===== src/rtl/spi_master_ctrl.sv =====
`default_nettype none
// ============================================================================
// Module   : spi_master_ctrl
// Brief    : Single-clock SPI initiator. Sends a selector bit plus a 10-bit
//            command word on MOSI and captures an 8-bit MISO reply for rd-data.
// Revision : 1.0
// ============================================================================
module spi_master_ctrl #(
    parameter int MISO_DLY = 2,
    parameter int IDLE_GAP = 1
) (
    input  logic       clk,
    input  logic       rst,
    input  logic       start,
    input  logic [1:0] cmd,
    input  logic [7:0] wdata,
    output logic       busy,
    output logic       done,
    output logic       rd_valid,
    output logic [7:0] rd_data,
    output logic       SS_n,
    output logic       MOSI,
    input  logic       MISO
);

    localparam logic [2:0] S_IDLE  = 3'd0;
    localparam logic [2:0] S_SEL   = 3'd1;
    localparam logic [2:0] S_SHIFT = 3'd2;
    localparam logic [2:0] S_WAIT  = 3'd3;
    localparam logic [2:0] S_RECV  = 3'd4;
    localparam logic [2:0] S_GAP   = 3'd5;

    localparam logic [3:0] c_WAIT_LAST = 4'(MISO_DLY - 2);
    localparam logic [3:0] c_GAP_LAST  = 4'(IDLE_GAP - 1);
    localparam bit         c_NO_WAIT   = (MISO_DLY == 1);

    logic [2:0] r_state;
    logic [9:0] r_frame;
    logic [7:0] r_rx;
    logic [3:0] r_cnt;
    logic       r_is_rd;

    always_ff @(posedge clk) begin
        if (rst) begin
            r_state  <= S_IDLE;
            r_frame  <= 10'd0;
            r_rx     <= 8'd0;
            r_cnt    <= 4'd0;
            r_is_rd  <= 1'b0;
            busy     <= 1'b0;
            done     <= 1'b0;
            rd_valid <= 1'b0;
            rd_data  <= 8'h00;
            SS_n     <= 1'b1;
            MOSI     <= 1'b0;
        end else begin
            done     <= 1'b0;
            rd_valid <= 1'b0;
            case (r_state)
                S_IDLE: begin
                    if (start) begin
                        r_frame <= {cmd, wdata};
                        r_is_rd <= (cmd == 2'b11);
                        SS_n    <= 1'b0;
                        MOSI    <= cmd[1];
                        busy    <= 1'b1;
                        r_state <= S_SEL;
                    end
                end
                S_SEL: begin
                    MOSI    <= r_frame[9];
                    r_frame <= {r_frame[8:0], 1'b0};
                    r_cnt   <= 4'd0;
                    r_state <= S_SHIFT;
                end
                S_SHIFT: begin
                    // Count 0..8 emits frame[8]..frame[0]; count 9 closes the word
                    if (r_cnt == 4'd9) begin
                        MOSI  <= 1'b0;
                        r_cnt <= 4'd0;
                        if (r_is_rd) begin
                            r_state <= c_NO_WAIT ? S_RECV : S_WAIT;
                        end else begin
                            SS_n    <= 1'b1;
                            r_state <= S_GAP;
                        end
                    end else begin
                        MOSI    <= r_frame[9];
                        r_frame <= {r_frame[8:0], 1'b0};
                        r_cnt   <= r_cnt + 4'd1;
                    end
                end
                S_WAIT: begin
                    if (r_cnt == c_WAIT_LAST) begin
                        r_cnt   <= 4'd0;
                        r_state <= S_RECV;
                    end else begin
                        r_cnt <= r_cnt + 4'd1;
                    end
                end
                S_RECV: begin
                    r_rx <= {r_rx[6:0], MISO};
                    if (r_cnt == 4'd7) begin
                        SS_n    <= 1'b1;
                        r_cnt   <= 4'd0;
                        r_state <= S_GAP;
                    end else begin
                        r_cnt <= r_cnt + 4'd1;
                    end
                end
                S_GAP: begin
                    if (r_cnt == c_GAP_LAST) begin
                        r_cnt   <= 4'd0;
                        busy    <= 1'b0;
                        done    <= 1'b1;
                        r_state <= S_IDLE;
                        if (r_is_rd) begin
                            rd_valid <= 1'b1;
                            rd_data  <= r_rx;
                        end
                    end else begin
                        r_cnt <= r_cnt + 4'd1;
                    end
                end
                default: begin
                    r_state <= S_IDLE;
                    SS_n    <= 1'b1;
                    MOSI    <= 1'b0;
                    busy    <= 1'b0;
                end
            endcase
        end
    end

endmodule
`default_nettype wire


===== config.mk =====
export PLATFORM = sky130hd
export DESIGN_NAME = spi_master_ctrl
export DESIGN_NICKNAME = d
export VERILOG_FILES = /design/src/rtl/spi_master_ctrl.sv
export SDC_FILE = /design/constraint.sdc
export NUM_CORES = 1
export LEC_CHECK = 0
export CORE_MARGIN = 5
export CORE_UTILIZATION = 56
export CTS_BUF_LIST = sky130_fd_sc_hd__clkbuf_4
export CTS_CLUSTER_SIZE = 10
export DETAILED_ROUTE_END_ITERATION = 12
export HOLD_SLACK_MARGIN = 0.03
export PLACE_DENSITY = 0.94
export SYNTH_ARGS = -nofsm -noshare
export SYNTH_HDL_FRONTEND = slang
export SYNTH_SLANG_ARGS = --single-unit
export TNS_END_PERCENT = 50

===== constraint.sdc =====
create_clock -name clk -period 2.5 [get_ports clk]
set_input_delay 0.25 -clock clk [delete_from_list [all_inputs] [get_ports clk]]
set_output_delay 0.25 -clock clk [all_outputs]
set_load 0.02 [all_outputs]

==> results.sh, run 1 <==
export IMPL_status="complete, no violations"
export IMPL_postCtsSetupRepairBufs=0
export IMPL_yosysTopAreaCell="dfxtp_1"
export IMPL_slew_limit_headroom=0.624
export IMPL_cap_violations=0
export IMPL_cts_tree="done"
export IMPL_wl_per_cell_um=14.4
export IMPL_vias=1708
export IMPL_tns_ns=0
export IMPL_dieHeight_um=68.1
export IMPL_critPathArrivalTime_ns=2.43
export IMPL_cp_max_fo=8
export IMPL_setup_ws_ns=0.332
export IMPL_regToRegSetupSlack_ns=0.33
export IMPL_antenna_cells=0
export IMPL_syn_nets=248
export IMPL_grt_pass1_vias=1662
export IMPL_async_reset_ff_frac=0
export IMPL_dpl_cell_count=290
export IMPL_syn_inst=228
export IMPL_grt_max_degree=38
export IMPL_rsz0062_at_grt="false"
export IMPL_grt_total_usage=0.206
export IMPL_dieArea_um2=4640
export IMPL_regToRegEndpoint="r_state[1]"
export IMPL_r2r_cells=6
export IMPL_post_drt_via_cell_ratio=5.73
export IMPL_critPathMaxStageDelay_ns=0.53
export IMPL_cts_num_sinks=39
export IMPL_routed_wl_um=4310
export IMPL_yosysSeqAreaShare=0.413
export IMPL_dr_pass1_iters=6
export IMPL_root_buffer="clkbuf_4"
export IMPL_slowest_stage="or4_4"
export IMPL_die_w_um=68.1
export IMPL_synth_area_leaders="dfxtp_1 (41%), nand2_1 (7.4%), mux2i_1 (4.2%)"
export IMPL_grt_overflow=0
export IMPL_port_buffers=26
export IMPL_synth_cell_types=46
export IMPL_crit_type="reg -> reg"
export IMPL_yosys_warnings=0
export IMPL_path_clk_slew_ns=0.12
export IMPL_final_util=0.689
export IMPL_postCtsResizedCells=0
export IMPL_ctsHoldBuffers=0
export IMPL_crit_chain="inv_1, ha_1, or3b_4, and3_1, or4_4, a32o_1"
export IMPL_hold_path_depth=3
export IMPL_slew_violations=0
export IMPL_power_density_nw_per_um2=1040
export IMPL_drt_iter0_drc=173
export IMPL_seqPwrFrac=0.344
export IMPL_ant_nets=0
export IMPL_gp_congestion=0.932
export IMPL_syn_to_final_growth_pct=20.8
export IMPL_synth_most_common_cell="dfxtp_1"
export IMPL_final_hold_viol_count=0
export IMPL_end_kind="flip-flop"
export IMPL_p_clk_frac=0.182
export IMPL_place_ws_ns=0.351
export IMPL_design_core_area_um2=3310
export IMPL_final_cells=298
export IMPL_drc=0
export IMPL_dpl_hpwl_um=2900
export IMPL_swShare=0.412
export IMPL_holdPathEnd="r_rx[0]"
export IMPL_p_int_uw=1390
export IMPL_r2r_start="r_cnt[0]"
export IMPL_hold_path_class="in -> reg"
export IMPL_synth_top_area_frac=0.413
export IMPL_yosys_top_cells_count="dfxtp_1 (39), nand2_1 (37), nor2_1 (17), a21oi_1 (14), clkbuf_1 (14)"
export IMPL_min_from="MISO"
export IMPL_cts_made_buffers=5
export IMPL_power_leakage_uw=0.000808
export IMPL_comb_power_share=0.474
export IMPL_power_switching_uw=977
export IMPL_max_freq_ghz=0.461
export IMPL_period_needed_ns=2.17
export IMPL_fin_skew_ns=0.00804
export IMPL_drive_gt1_frac=0.0913
export IMPL_ios=27
export IMPL_placementRows=21
export IMPL_netlist_area_um2=1890
export IMPL_period_share=0.867
export IMPL_tightest_slew_ns=0.561
export IMPL_clkLatencyLatePin_ns=0.35
export IMPL_finalSetupViolCount=0
export IMPL_cts_max_level=2
export IMPL_synth_edf_count=0
export IMPL_fillers=291
export IMPL_cp_required_ns=2.77
export IMPL_start_kind="flip-flop"
export IMPL_antenna_found_initial=0
export IMPL_ir_worst_vdd_mv=0.601
export IMPL_total_power_uw=2370
export IMPL_synth_top_flop_cell="dfxtp_1"
export IMPL_yosys_register_bits=39
export IMPL_grt_pass1_wl_um=7270
export IMPL_cts_buffer_depth=2
export IMPL_start_util=0.571
export IMPL_syn_avg_cell_area_um2=8.29
export IMPL_fin_nets=271
[cells by family (layout without fill, tap and decap cells)]
| logic type | count (synthesis) | count (layout) | synth area share |
|---|---|---|---|
| and+or+nand+nor | 91 | 91 | 0.235 |
| DFF | 39 | 39 | 0.413 |
| xor gates and xnor gates | 2 | 2 | 0.00927 |
| buffers and inverters | 26 | 50 | 0.0543 |
| AOI/OAI and AO/OA | 56 | 56 | 0.206 |
| adders and majority gates | 6 | 6 | 0.0397 |
| muxes | 8 | 8 | 0.0424 |
[worst max path at each step]
stage                   from  slack, ns         end  depth (start not counted)
floorplan           r_cnt[0]       0.44  r_state[1]                          7
global placement    r_cnt[0]       0.44  r_state[1]                          6
detailed placement  r_cnt[0]       0.35  r_state[1]                          6
CTS                 r_cnt[0]       0.32  r_state[1]                          6
global route        r_cnt[1]       0.24  r_state[2]                          6
finish              r_cnt[0]       0.33  r_state[1]                          6
[final cells by class]
class / count / area (µm²) / area share
inverter: 8 / 30.0 / 0.0132
multi-input combinational: 163 / 1010 / 0.444
clock inverter: 3 / 43.8 / 0.0192
sequential: 39 / 781 / 0.342
timing repair buffer: 34 / 320 / 0.140
clock buffer: 5 / 37.5 / 0.0164
tap: 46 / 57.6 / 0.0252
[registers in the layout, indices dropped and copies added, names as in the netlist]
register,cells
r_frame,10
r_state,3
busy,1
MOSI,1
SS_n,1
r_is_rd,1
r_rx,8
rd_valid,1
rd_data,8
done,1
r_cnt,4
[worst max-delay path, delay by kind of cell, from the launching register on]
| family | cells | cell delay [ns] |
|---|---|---|
| compound gates | 1 | 0.27 |
| simple gates | 3 | 1.20 |
| buf+inv | 1 | 0.09 |
| fa+ha+maj | 1 | 0.15 |
| flops | 1 | 0.36 |
[layer usage]
metal,vias to the layer above,GRT usage,share of wire
met5,-,0,0
met2,58,0.333,0.48
met4,0,0.0943,0.0058
met3,4,0.0493,0.058
met1,778,0.258,0.45
li1,868,-,-
[power groups by stage]
stage	combinational (µW)	sequential [µW]	clock (µW)
floorplan	807	825	0
global placement	1070	825	0
detailed placement	1110	827	0
CTS	1120	815	435
global route	1260	834	469
finish	1120	816	431
[per-stage QoR]
stage	hold slack [ns]	cell area, µm²
after detailed placement	0.454	2200
after global routing	0.458	2280
after global placement	0.446	2200
after CTS	0.443	2280
final	0.440	2280
after floorplan	0.386	1890
[layout by cell type (no fill, tap or decap), drive strengths merged, types with 2 or more instances in the layout]
master         instances
nor3                  11
nor2                  17
and3                   2
clkinv                 2
nand3b                 2
nand4                  2
clkdlybuf4s50         26
nor4b                  2
a311oi                 9
clkbuf                 5
inv                    8
mux2i                  8
or3b                   2
buf                    8
a21oi                 14
o311ai                 5
ha                     6
nor2b                  5
a31oi                  2
dfxtp                 39
nand3                  4
o21ai                 12
nand2                 37
Note: power is estimated with default switching activity, not from simulation.
==> run 2, diff against run 1 <==
Settings changed: GPL_TIMING_DRIVEN set to 0, TNS_END_PERCENT 50 to not set.
==> run 2 against run 1 <==
Net effect: global-route usage rose by 0.89 points; sequential power fell by 2%; flip-flop and latch count did not move; critical path depth rose by 1; largest power group unchanged.
==> results.sh, run 2 (same netlist as run 1, synthesis figures left out) <==
export IMPL_status="complete, no violations"
export IMPL_cap_violations=0
export IMPL_critPathTopFamily="simple AND/OR/NAND/NOR gates"
export IMPL_regToRegSetupSlack_ns=0.24
export IMPL_worst_path_buf_inv=2
export IMPL_clkLatencyLatePin_ns=0.36
export IMPL_syn_to_final_growth_pct=21.3
export IMPL_design_core_area_um2=3310
export IMPL_tns_ns=0
export IMPL_max_freq_ghz=0.443
export IMPL_ant_nets=0
export IMPL_critPathArrivalTime_ns=2.52
export IMPL_grt_max_degree=15
export IMPL_grt_overflow=0
export IMPL_fin_skew_ns=0.00495
export IMPL_power_density_nw_per_um2=1040
export IMPL_grt_pass1_wl_um=7610
export IMPL_cp_required_ns=2.76
export IMPL_period_share=0.902
export IMPL_power_leakage_uw=0.000800
export IMPL_end_kind="flip-flop"
export IMPL_antenna_cells=0
export IMPL_largest_reg_flops=10
export IMPL_vias=1777
export IMPL_period_needed_ns=2.26
export IMPL_slew_limit_headroom=0.552
export IMPL_layout_commonest_cell="dfxtp_1"
export IMPL_dr_pass1_iters=4
export IMPL_root_buffer="clkbuf_4"
export IMPL_ctsHoldBuffers=0
export IMPL_wl_per_cell_um=14.4
export IMPL_crit_chain="inv_1, ha_1, or3b_4, and3_1, clkbuf_2, or4_4, a32o_1"
export IMPL_hold_path_class="in -> reg"
export IMPL_gp_congestion=0.902
export IMPL_drc=0
export IMPL_rsz0062_at_grt="false"
export IMPL_slew_violations=0
export IMPL_start_util=0.571
export IMPL_placementRows=21
export IMPL_dieArea_um2=4640
export IMPL_grt_total_usage=0.215
export IMPL_cts_buffer_depth=2
export IMPL_cp_max_fo=8
export IMPL_path_clk_slew_ns=0.13
export IMPL_drive_gt1_frac=0.0725
export IMPL_routed_wl_um=4440
export IMPL_cts_num_sinks=39
export IMPL_die_w_um=68.1
export IMPL_drt_iter0_drc=185
export IMPL_finalSetupViolCount=0
export IMPL_ios=27
export IMPL_reg_largest_list="r_frame (10), r_rx (8), rd_data (8)"
export IMPL_tightest_slew_ns=0.670
export IMPL_cts_max_level=2
export IMPL_critPathMaxStageDelay_ns=0.54
export IMPL_grt_pass1_vias=1663
export IMPL_fin_nets=281
export IMPL_regMostFlops="r_frame"
export IMPL_dieHeight_um=68.1
export IMPL_slowest_stage="or4_4"
export IMPL_start_kind="flip-flop"
export IMPL_final_hold_viol_count=0
export IMPL_ir_worst_vdd_mv=0.468
export IMPL_crit_type="reg -> reg"
export IMPL_antenna_found_initial=0
export IMPL_cts_made_buffers=5
export IMPL_port_buffers=26
export IMPL_cts_tree="done"
export IMPL_post_drt_via_cell_ratio=5.77
export IMPL_dpl_cell_count=300
export IMPL_mostFrequentLayoutCells="dfxtp_1 (39), nand2_1 (37), clkdlybuf4s50_1 (26)"
export IMPL_final_cells=308
export IMPL_dpl_hpwl_um=3130
==> run 2: worst register-to-register path, stage by stage (launching register included) <==
cell      delay [ns]
dfxtp_1         0.37
inv_1           0.09
ha_1            0.13
or3b_4          0.39
and3_1          0.17
clkbuf_2        0.18
or4_4           0.54
a32o_1          0.28
==> run 2: layout make-up <==
type / instances / area (µm²)
buffer: 18 / 73.8
clock buffer: 5 / 37.5
sequential: 39 / 781
timing repair buffer: 26 / 260
clock inverter: 3 / 46.3
inverter: 8 / 30.0
tap: 46 / 57.6
fill: 277 / 1020
multi-input combinational: 163 / 1010
==> run 2: power by group <==
group | total (µW) | internal, µW | switching, µW
Combinational | 1140 | 426 | 713
Clock | 444 | 214 | 231
Sequential | 797 | 738 | 59.5
==> run 2: repair_timing <==
action,CTS,global route
gates resized for setup,0,2
setup buffers,0,0
endpoints found under the setup margin,0,6
==> run 2: final timing paths <==
check	start	to	cells past startpoint
max reg2reg	r_cnt[0]	r_state[1]	7
min reg2reg	r_rx[7]	r_rx[7]	2
max	r_cnt[0]	r_state[1]	7
min	MISO	r_rx[0]	3
==> run 2: layer usage <==
layer	vias to the layer above	routed length (µm)	global-route usage
met5	-	0	0
met4	0	57	0.0471
li1	882	-	-
met2	55	2140	0.351
met3	7	234	0.0690
met1	833	2010	0.276
==> run 2: metrics by stage <==
step | total power, µW | worst slack (ns) | area [µm²] | utilization | hold WS, ns
global route | 2580 | 0.0906 | 2290 | 0.692 | 0.448
finish | 2380 | 0.245 | 2290 | 0.692 | 0.418
floorplan | 1630 | 0.442 | 1890 | - | 0.386
CTS | 2360 | 0.253 | 2290 | 0.692 | 0.413
global placement | 1890 | 0.288 | 2210 | 0.667 | 0.445
detailed placement | 1920 | 0.274 | 2210 | 0.667 | 0.457
==> run 3, diff against run 2 <==
Settings changed: PLACE_DENSITY 0.94 to 0.82.
==> run 3 against run 2 <==
Net effect: non-clock buffer count unchanged; worst hold slack improved by 0.012 ns; final area decreased by 1.2%; routed wire length is 3.9% higher; sequential share of layout area up 0.41 points; final cell count unchanged; largest cell class unchanged; clock skew rose by 0.0065 ns; utilization shrank 0.83 points.
==> results.sh, run 3 (same netlist as run 1, synthesis figures left out) <==
export IMPL_status="complete, no violations"
export IMPL_cap_violations=0
export IMPL_tns_ns=0
export IMPL_period_needed_ns=2.27
export IMPL_routed_wl_um=4620
export IMPL_cts_made_buffers=5
export IMPL_regMostFlops="r_frame"
export IMPL_cp_required_ns=2.77
export IMPL_mostFrequentLayoutCells="dfxtp_1 (39), nand2_1 (37), clkdlybuf4s50_1 (26)"
export IMPL_crit_type="reg -> reg"
export IMPL_root_buffer="clkbuf_4"
export IMPL_grt_total_usage=0.227
export IMPL_dieHeight_um=68.1
export IMPL_cp_max_fo=10
export IMPL_reg_largest_list="r_frame (10), r_rx (8), rd_data (8)"
export IMPL_end_kind="flip-flop"
export IMPL_post_dp_cell_area_um2=2210
export IMPL_power_leakage_uw=0.000787
export IMPL_cts_buffer_depth=2
export IMPL_finalSetupViolCount=0
export IMPL_layout_commonest_cell="dfxtp_1"
export IMPL_drc=0
export IMPL_placementRows=21
export IMPL_min_from="MISO"
export IMPL_fin_skew_ns=0.0115
export IMPL_slew_limit_headroom=0.564
export IMPL_fin_nets=281
export IMPL_clkLatencyLatePin_ns=0.36
export IMPL_cts_max_level=2
export IMPL_rsz0062_at_grt="false"
export IMPL_antenna_cells=0
export IMPL_critPathArrivalTime_ns=2.55
export IMPL_power_density_nw_per_um2=1010
export IMPL_final_util=0.684
export IMPL_ant_nets=0
export IMPL_period_share=0.910
export IMPL_post_drt_via_cell_ratio=5.89
export IMPL_setup_ws_ns=0.226
export IMPL_hold_path_class="in -> reg"
export IMPL_path_clk_slew_ns=0.12
export IMPL_critPathLaunch="r_state[1]"
export IMPL_dpl_hpwl_um=3160
export IMPL_place_ws_ns=0.293
export IMPL_vias=1815
export IMPL_syn_to_final_growth_pct=19.9
export IMPL_port_buffers=26
export IMPL_dieArea_um2=4640
export IMPL_cts_num_sinks=39
export IMPL_slew_violations=0
export IMPL_design_core_area_um2=3310
export IMPL_drt_iter0_drc=191
export IMPL_start_util=0.571
export IMPL_grt_overflow=0
export IMPL_final_hold_viol_count=0
export IMPL_tightest_slew_ns=0.652
export IMPL_dr_pass1_iters=4
export IMPL_postCtsSetupRepairBufs=0
export IMPL_largest_reg_flops=10
export IMPL_design_area_um2=2260
export IMPL_ios=27
export IMPL_start_kind="flip-flop"
export IMPL_drive_gt1_frac=0.0687
export IMPL_total_power_uw=2280
export IMPL_cts_tree="done"
export IMPL_max_freq_ghz=0.440
export IMPL_antenna_found_initial=0
export IMPL_grt_max_degree=13
export IMPL_ctsHoldBuffers=0
export IMPL_wl_per_cell_um=15.0
export IMPL_r2r_start="r_state[1]"
export IMPL_ir_worst_vdd_mv=0.554
export IMPL_grt_pass1_wl_um=7850
export IMPL_gp_congestion=0.896
export IMPL_postCtsResizedCells=0
export IMPL_die_w_um=68.1
export IMPL_grt_pass1_vias=1757
## run 3: cell count changes in the layout (fill, tap and decap cells not counted)
cell,delta
bufinv_16,-1
clkbuf_1,+1
clkbuf_2,-1
clkbuf_4,+1
clkinv_2,+1
inv_6,-1
## run 3: cell type report
cell class,count,area (µm²)
Fill cell,290,1050
Multi-Input combinational cell,163,1010
Sequential cell,39,781
Timing Repair Buffer,26,260
Buffer,18,72.6
Tap cell,46,57.6
Clock buffer,6,45.0
Inverter,8,30.0
Clock inverter,2,12.5
## run 3: final timing paths
check | end | slack (ns) | cells past startpoint
hold reg to reg | r_rx[7] | 0.46 | 2
setup / recovery | r_frame[6] | 0.23 | 7
hold / removal | r_rx[0] | 0.43 | 3
setup reg to reg | r_frame[6] | 0.23 | 7
## run 3: worst max-delay path, cell delays in order (launching register included)
cell	delay (ns)
dfxtp_1	0.38
clkbuf_1	0.35
clkbuf_1	0.35
inv_1	0.16
ha_1	0.24
o31ai_1	0.10
nand2_1	0.29
a311oi_1	0.32
## run 3: report_power, final
group / switching, µW / leakage (µW) / total [µW] / internal (µW)
registers: 58.2 / 0.000318 / 796 / 737
clock network: 218 / 0.0000317 / 337 / 119
logic: 727 / 0.000438 / 1150 / 425
## run 3: per-layer routing
layer  wire length, µm  vias to the layer above  GRT usage
li1                  -                      884          -
met1              2120                      861      0.283
met5                 0                        -          0
met3               272                       10     0.0608
met2              2120                       60      0.369
met4                97                        0     0.0893
## run 3: stage by stage
stage / hold WS [ns] / instances
6_report: 0.431 / 308
5_1_grt: 0.438 / 308
4_1_cts: 0.426 / 308
3_5_place_dp: 0.458 / 300
3_3_place_gp: 0.447 / 300
2_1_floorplan: 0.386 / 228
